$ cat src/rtl/addsub_pkg.sv
// Shared constants and helpers for the pipelined adder/subtractor (addsub_pipe).
package addsub_pkg;

  localparam logic OP_ADD = 1'b0;
  localparam logic OP_SUB = 1'b1;

  function automatic int clog2(input int v);
    int r;
    r = 0;
    while ((1 << r) < v) r++;
    return r;
  endfunction

  // Signed saturation limits for a w-bit result, w <= 128.
  function automatic logic [127:0] sat_max(input int w);
    return (128'd1 << (w - 1)) - 128'd1;
  endfunction

  function automatic logic [127:0] sat_min(input int w);
    return 128'd1 << (w - 1);
  endfunction

endpackage

$ cat src/rtl/addsub_stage.sv
// One CHUNK-wide slice of addsub_pipe. The in-flight word starts as operand A and
// each stage overwrites its own chunk with the partial sum. ADDSUB_SATURATE_EN clamps in the LAST stage.
module addsub_stage
  import addsub_pkg::*;
#(
  parameter int WIDTH = 16,
  parameter int CHUNK = 4,
  parameter int IDX   = 0,
  parameter int LAST  = 0
) (
  input  logic             clk,
  input  logic             rst,
  input  logic             adv,
  input  logic             up_vld,
  input  logic [WIDTH-1:0] up_x,
  input  logic [WIDTH-1:0] up_b,
  input  logic             up_c,
  output logic             vld,
  output logic [WIDTH-1:0] x,
  output logic [WIDTH-1:0] b,
  output logic             c,
  output logic             ovf
);

  localparam int LO = IDX * CHUNK;

`ifdef ADDSUB_SATURATE_EN
  localparam logic [WIDTH-1:0] SAT_MAX = WIDTH'(sat_max(WIDTH));
  localparam logic [WIDTH-1:0] SAT_MIN = WIDTH'(sat_min(WIDTH));
`endif

  logic [CHUNK:0]     part;
  logic [WIDTH-1:0]   nxt_x;
  logic               nxt_ovf;

  always_comb begin
    part    = {1'b0, up_x[LO +: CHUNK]} + {1'b0, up_b[LO +: CHUNK]} + {{CHUNK{1'b0}}, up_c};
    nxt_x   = up_x;
    nxt_x[LO +: CHUNK] = part[CHUNK-1:0];
    nxt_ovf = 1'b0;
    if (LAST != 0) begin
      // Here up_x still holds A's top chunk, so a^b^s at the MSB is the carry into it.
      nxt_ovf = (up_x[WIDTH-1] ^ up_b[WIDTH-1] ^ part[CHUNK-1]) ^ part[CHUNK];
`ifdef ADDSUB_SATURATE_EN
      if (nxt_ovf) nxt_x = up_x[WIDTH-1] ? SAT_MIN : SAT_MAX;
`endif
    end
  end

  always_ff @(posedge clk or posedge rst) begin
    if (rst) begin
      vld <= 1'b0;
      x   <= '0;
      b   <= '0;
      c   <= 1'b0;
      ovf <= 1'b0;
    end else if (adv) begin
      vld <= up_vld;
      if (up_vld) begin
        x   <= nxt_x;
        b   <= up_b;
        c   <= part[CHUNK];
        ovf <= nxt_ovf;
      end
    end
  end

endmodule

$ cat src/rtl/addsub_pipe.sv
// Pipelined two's-complement adder/subtractor, STAGES chunks with registered carries,
// valid/ready on both sides. Define ADDSUB_SATURATE_EN to clamp on signed overflow.
module addsub_pipe
  import addsub_pkg::*;
#(
  parameter int WIDTH  = 16,
  parameter int STAGES = 4
) (
  input  logic             clk,
  input  logic             rst,
  input  logic             in_valid,
  output logic             in_ready,
  input  logic [WIDTH-1:0] in_a,
  input  logic [WIDTH-1:0] in_b,
  input  logic             in_sub,
  output logic             out_valid,
  input  logic             out_ready,
  output logic [WIDTH-1:0] out_sum,
  output logic             out_cout,
  output logic             out_ovf
);

  // Handshake: a beat transfers on a side only in a cycle where both valid and ready
  // are high; in_ready is combinational from out_ready and stage occupancy.

  localparam int CHUNK = WIDTH / STAGES;

  if (STAGES < 1 || (WIDTH % STAGES) != 0) begin : g_bad_params
    $error("addsub_pipe: WIDTH (%0d) must be a multiple of STAGES (%0d)", WIDTH, STAGES);
  end

  // Index 0 is the input side; index k+1 is the register of stage k.
  logic [STAGES:0]  vld_s;
  logic [STAGES:0]  c_s;
  logic [WIDTH-1:0] x_s [STAGES+1];
  logic [WIDTH-1:0] b_s [STAGES+1];
  logic             ovf_s [STAGES];
  logic [STAGES-1:0] adv;
  logic             open;

  assign vld_s[0] = in_valid;
  assign x_s[0]   = in_a;
  assign b_s[0]   = (in_sub == OP_SUB) ? ~in_b : in_b;
  assign c_s[0]   = (in_sub == OP_SUB);

  // A stage may load if it is empty or anything downstream of it can move.
  always_comb begin
    open = out_ready;
    adv  = '0;
    for (int k = STAGES - 1; k >= 0; k--) begin
      open   = open | ~vld_s[k+1];
      adv[k] = open;
    end
  end

  for (genvar k = 0; k < STAGES; k++) begin : g_stage
    addsub_stage #(
      .WIDTH (WIDTH),
      .CHUNK (CHUNK),
      .IDX   (k),
      .LAST  ((k == STAGES - 1) ? 1 : 0)
    ) u_stage (
      .clk    (clk),
      .rst    (rst),
      .adv    (adv[k]),
      .up_vld (vld_s[k]),
      .up_x   (x_s[k]),
      .up_b   (b_s[k]),
      .up_c   (c_s[k]),
      .vld    (vld_s[k+1]),
      .x      (x_s[k+1]),
      .b      (b_s[k+1]),
      .c      (c_s[k+1]),
      .ovf    (ovf_s[k])
    );
  end

  assign in_ready  = adv[0];
  assign out_valid = vld_s[STAGES];
  assign out_sum   = x_s[STAGES];
  assign out_cout  = c_s[STAGES];
  assign out_ovf   = ovf_s[STAGES-1];

endmodule

$ cat config.mk
export PLATFORM = sky130hd
export DESIGN_NAME = addsub_pipe
export DESIGN_NICKNAME = d
export VERILOG_FILES = /design/src/rtl/addsub_pkg.sv /design/src/rtl/addsub_stage.sv /design/src/rtl/addsub_pipe.sv
export SDC_FILE = /design/constraint.sdc
export NUM_CORES = 1
export LEC_CHECK = 0
export ABC_AREA = 1
export BUFFER_PORTS_ARGS = -buffer_cell sky130_fd_sc_hd__clkbuf_2
export CELL_PAD_IN_SITES_DETAIL_PLACEMENT = 2
export CELL_PAD_IN_SITES_GLOBAL_PLACEMENT = 2
export CORE_UTILIZATION = 37
export CTS_BUF_LIST = sky130_fd_sc_hd__clkbuf_4 sky130_fd_sc_hd__clkbuf_8 sky130_fd_sc_hd__clkbuf_16
export DETAILED_ROUTE_END_ITERATION = 8
export GPL_ROUTABILITY_DRIVEN = 0
export HOLD_SLACK_MARGIN = 0.03
export PLACE_DENSITY_LB_ADDON = 0.3
export SLEW_MARGIN = 40
export SYNTH_ARGS = -nofsm -noshare
export SYNTH_HDL_FRONTEND = slang
export SYNTH_HIERARCHICAL = 1
export SYNTH_SLANG_ARGS = --single-unit
$ cat constraint.sdc
create_clock -name clk -period 1.8 [get_ports clk]
set_input_delay 0.36 -clock clk [delete_from_list [all_inputs] [get_ports clk]]
set_output_delay 0.36 -clock clk [all_outputs]
set_load 0.1 [all_outputs]
==> summary.md <==
| Metric | Value |
|---|---|
| Switching power of the nets | 3750 uW |
| Synth warn | 6 |
| Total inserted antenna cells | 0 |
| Antenna violations before repair | 0 |
| Half-perimeter wire length after detailed placement | 7.99 mm |
| Nature of the critical path startpoint | register |
| Largest fanout on the critical path | 2 |
| Crit share post-route | 98.9% |
| Portion of total power attributed to combinational logic | 39.4% |
| Clock insertion delay at the later pin of the skew report | 340 ps |
| Number of max-cap violations | 0 |
| Reported leakage power | 0.00298 uW |
| Cell area after layout | 0.00534 sq mm |
| Share of total power in sequential cells | 37.6% |
| Overall global routing resource usage | 19.0% |
| Die outline area | 0.0130 sq mm |
| Clock Skews | 6.49 ps |
| RR Endpoint | g_stage[3].u_stage/ovf |
| Cts bufs inserted | 9 |
| Fmax | 0.562 GHz |
| Number of port buffers | 56 |
| Remaining max-slew budget at the tightest pin | 51.9% |
| Number of buffers inserted by hold repair at cts | 0 |
| Max stage delay on crit path | 410 ps |
| Area Overhead vs Synth | 15.2% |
| Library cell used as clock root buffer | sky130_fd_sc_hd__clkbuf_16 |
| Count of final hold-check violations | 0 |
| Die Ht | 114 microns |
| Die extent in x | 114 microns |
| DRT Pass-1 Iters | 4 |
| Post-Route Hold Slack | 97.2 ps |
| Worst setup slack after layout | 19.7 ps |
| Critical path, cell by cell | inv_2, nor2_4, nand4_1, buf_4, buf_12 |
| Total Nets Final | 650 |
| Fraction of power consumed by the clock network | 23.0% |
| Count of nets left with antenna violations after detail routing | 0 |
| Largest net degree at the start of global routing | 31 |
| First-pass GRT wire length | 19.3 mm |
| Vias post-DR | 3,543 |
| Total clock sinks | 97 |
| Count of filler cells inserted in the layout | 1,371 |
| Clock input transition at the sequential cells of the worst setup and hold paths | 70 ps |
| Number of DRC violations after detailed-routing iteration 0 | 78 |
| Critical-path top delay cell | sky130_fd_sc_hd__dfrtp_4 |
| Post-DR vias/cell | 4.63 |
| Critical path type | register to primary output |
| Required time at the endpoint of the critical path | 1440 ps |
| Final setup violation count | 0 |
| Setup crit end kind | primary output |
| Post-route minimum period | 1780 ps |
| Number of remaining DRC errors | 0 |
| Area after DPL | 0.00501 sq mm |
| RSZ-0062 raised after global routing | yes |
| Crit path buf inv count | 3 |
| Share of post-route cells with drive strength above 1 | 17.4% |
| Cells after synthesis | 539 |
| Clock tree from TritonCTS | yes |
| Worst-case clock buffer depth | 2 |
| Core footprint | 0.0121 sq mm |
| Wire length reported by the detailed router | 11.2 mm |
| Worst r2r path cells | 10 |
| Via count of the first global-routing pass | 3,931 |
| Internal Power | 4620 uW |
| Starting density of the core | 38.3% |
| Mean routed wirelength per cell | 14.7 microns |
| Areal power density over the cells | 1570 mW/mm^2 |
| Mapped Area | 0.00464 sq mm |
| Minimum setup slack after placement | -109 ps |
| Family of cells with the greatest summed delay on the critical path | flip-flops |
| Number of cell rows | 40 |
| Slack of the worst reg-to-reg path | 100 ps |
| IR Drop Worst-Case VDD | 0.000426 V |
| Remaining global-route overflow | 0 |
| Worst slew pin tran | 720 ps |
| Final number of max-transition violations | 0 |
| Result of the run | completed |
| Switching share of power | 44.8% |
| Worst flop-to-flop path startpoint | g_stage[2].u_stage/c |
| Kind of path behind the tightest hold check | input pin to async pin |
| Net Count, Synth | 596 |
| I/O pin count | 57 |
| Average cell area after synthesis | 8.61 sq um |
| Crit path DAT | 1420 ps |
| Number of H-tree levels | 3 |
## state kept, by name, indices dropped and copies added, names as in the netlist
register and count:
g_stage.u_stage/b 24, g_stage.u_stage/c 4, g_stage.u_stage/ovf 1, g_stage.u_stage/vld 4, g_stage.u_stage/x 64
## stage by stage
| step | utilization, % | setup TNS [ps] | std cells | power (uW) |
|---|---|---|---|---|
| final | 44.1 | 0 | 766 | 8370 |
| after global routing | 44.1 | -57.7 | 766 | 8880 |
| after CTS | 44.0 | -79.8 | 764 | 8460 |
| after detailed placement | 41.4 | -109 | 746 | 6440 |
| after global placement | 41.4 | 0 | 746 | 6270 |
| after floorplan | - | -26270 | 539 | 5800 |
## how the worst max path moves through the flow
stage                                 from  cells after the start  slack [ps]                       to
floorplan           g_stage[3].u_stage/vld                      8        -880  g_stage[0].u_stage/x[0]
global placement                    in_sub                      6          70  g_stage[0].u_stage/x[1]
detailed placement                  in_sub                      6        -110  g_stage[0].u_stage/x[1]
CTS                 g_stage[3].u_stage/vld                      5         -80                 in_ready
global route        g_stage[3].u_stage/vld                      5         -30                 in_ready
finish              g_stage[3].u_stage/vld                      5          20                 in_ready
## cell type report
cell class,count,area (sq um),share of cell area (%)
Clock inverter,5,56.3,1.05
Inverter,40,155,2.90
Timing Repair Buffer,70,413,7.73
Multi-Input combinational cell,375,1840,34.4
Tap cell,168,210,3.93
Sequential cell,97,2430,45.5
Clock buffer,11,240,4.50
## cell usage in the layout, fill, tap and decap left out, drive strengths merged
| master | n |
|---|---|
| nand2 | 284 |
| or2 | 1 |
| nor2 | 12 |
| o21ai | 12 |
| nand4 | 1 |
| fa | 8 |
| clkbuf | 66 |
| bufinv | 1 |
| dfrtp | 97 |
| clkinvlp | 1 |
| xor2 | 17 |
| a21oi | 7 |
| ha | 12 |
| nand3 | 21 |
| clkinv | 3 |
| inv | 40 |
| buf | 15 |
## tightest hold or removal path, stage by stage
cell	delay (ps)
sky130_fd_sc_hd__clkbuf_2	120
sky130_fd_sc_hd__inv_1	70
sky130_fd_sc_hd__buf_4	280
## power by group through the flow
stage	Clock, uW	Sequential (uW)	Combinational, uW
2_1_floorplan	0	4500	1300
3_3_place_gp	0	3150	3130
3_5_place_dp	0	3180	3260
4_1_cts	1980	3150	3330
5_1_grt	2060	3220	3600
6_report	1930	3150	3290
## what timing repair did
| item | 4_1_cts | 5_1_grt |
|---|---|---|
| gates cloned | 0 | 0 |
| setup buffers | 2 | 2 |
| endpoints found under the setup margin | 1 | 3 |
| pin swaps | 2 | 1 |
| resized for setup | 0 | 1 |
## per-layer routing
layer | vias up | routed length [microns] | share of wire, % | GRT usage, %
li1 | 1730 | - | - | -
met1 | 1739 | 5290 | 47 | 25.3
met2 | 62 | 5480 | 49 | 31.4
met3 | 12 | 309 | 2.7 | 2.66
met4 | 0 | 155 | 1.4 | 7.27
met5 | - | 0 | 0 | 0
Power figures use the tool's default switching activity.
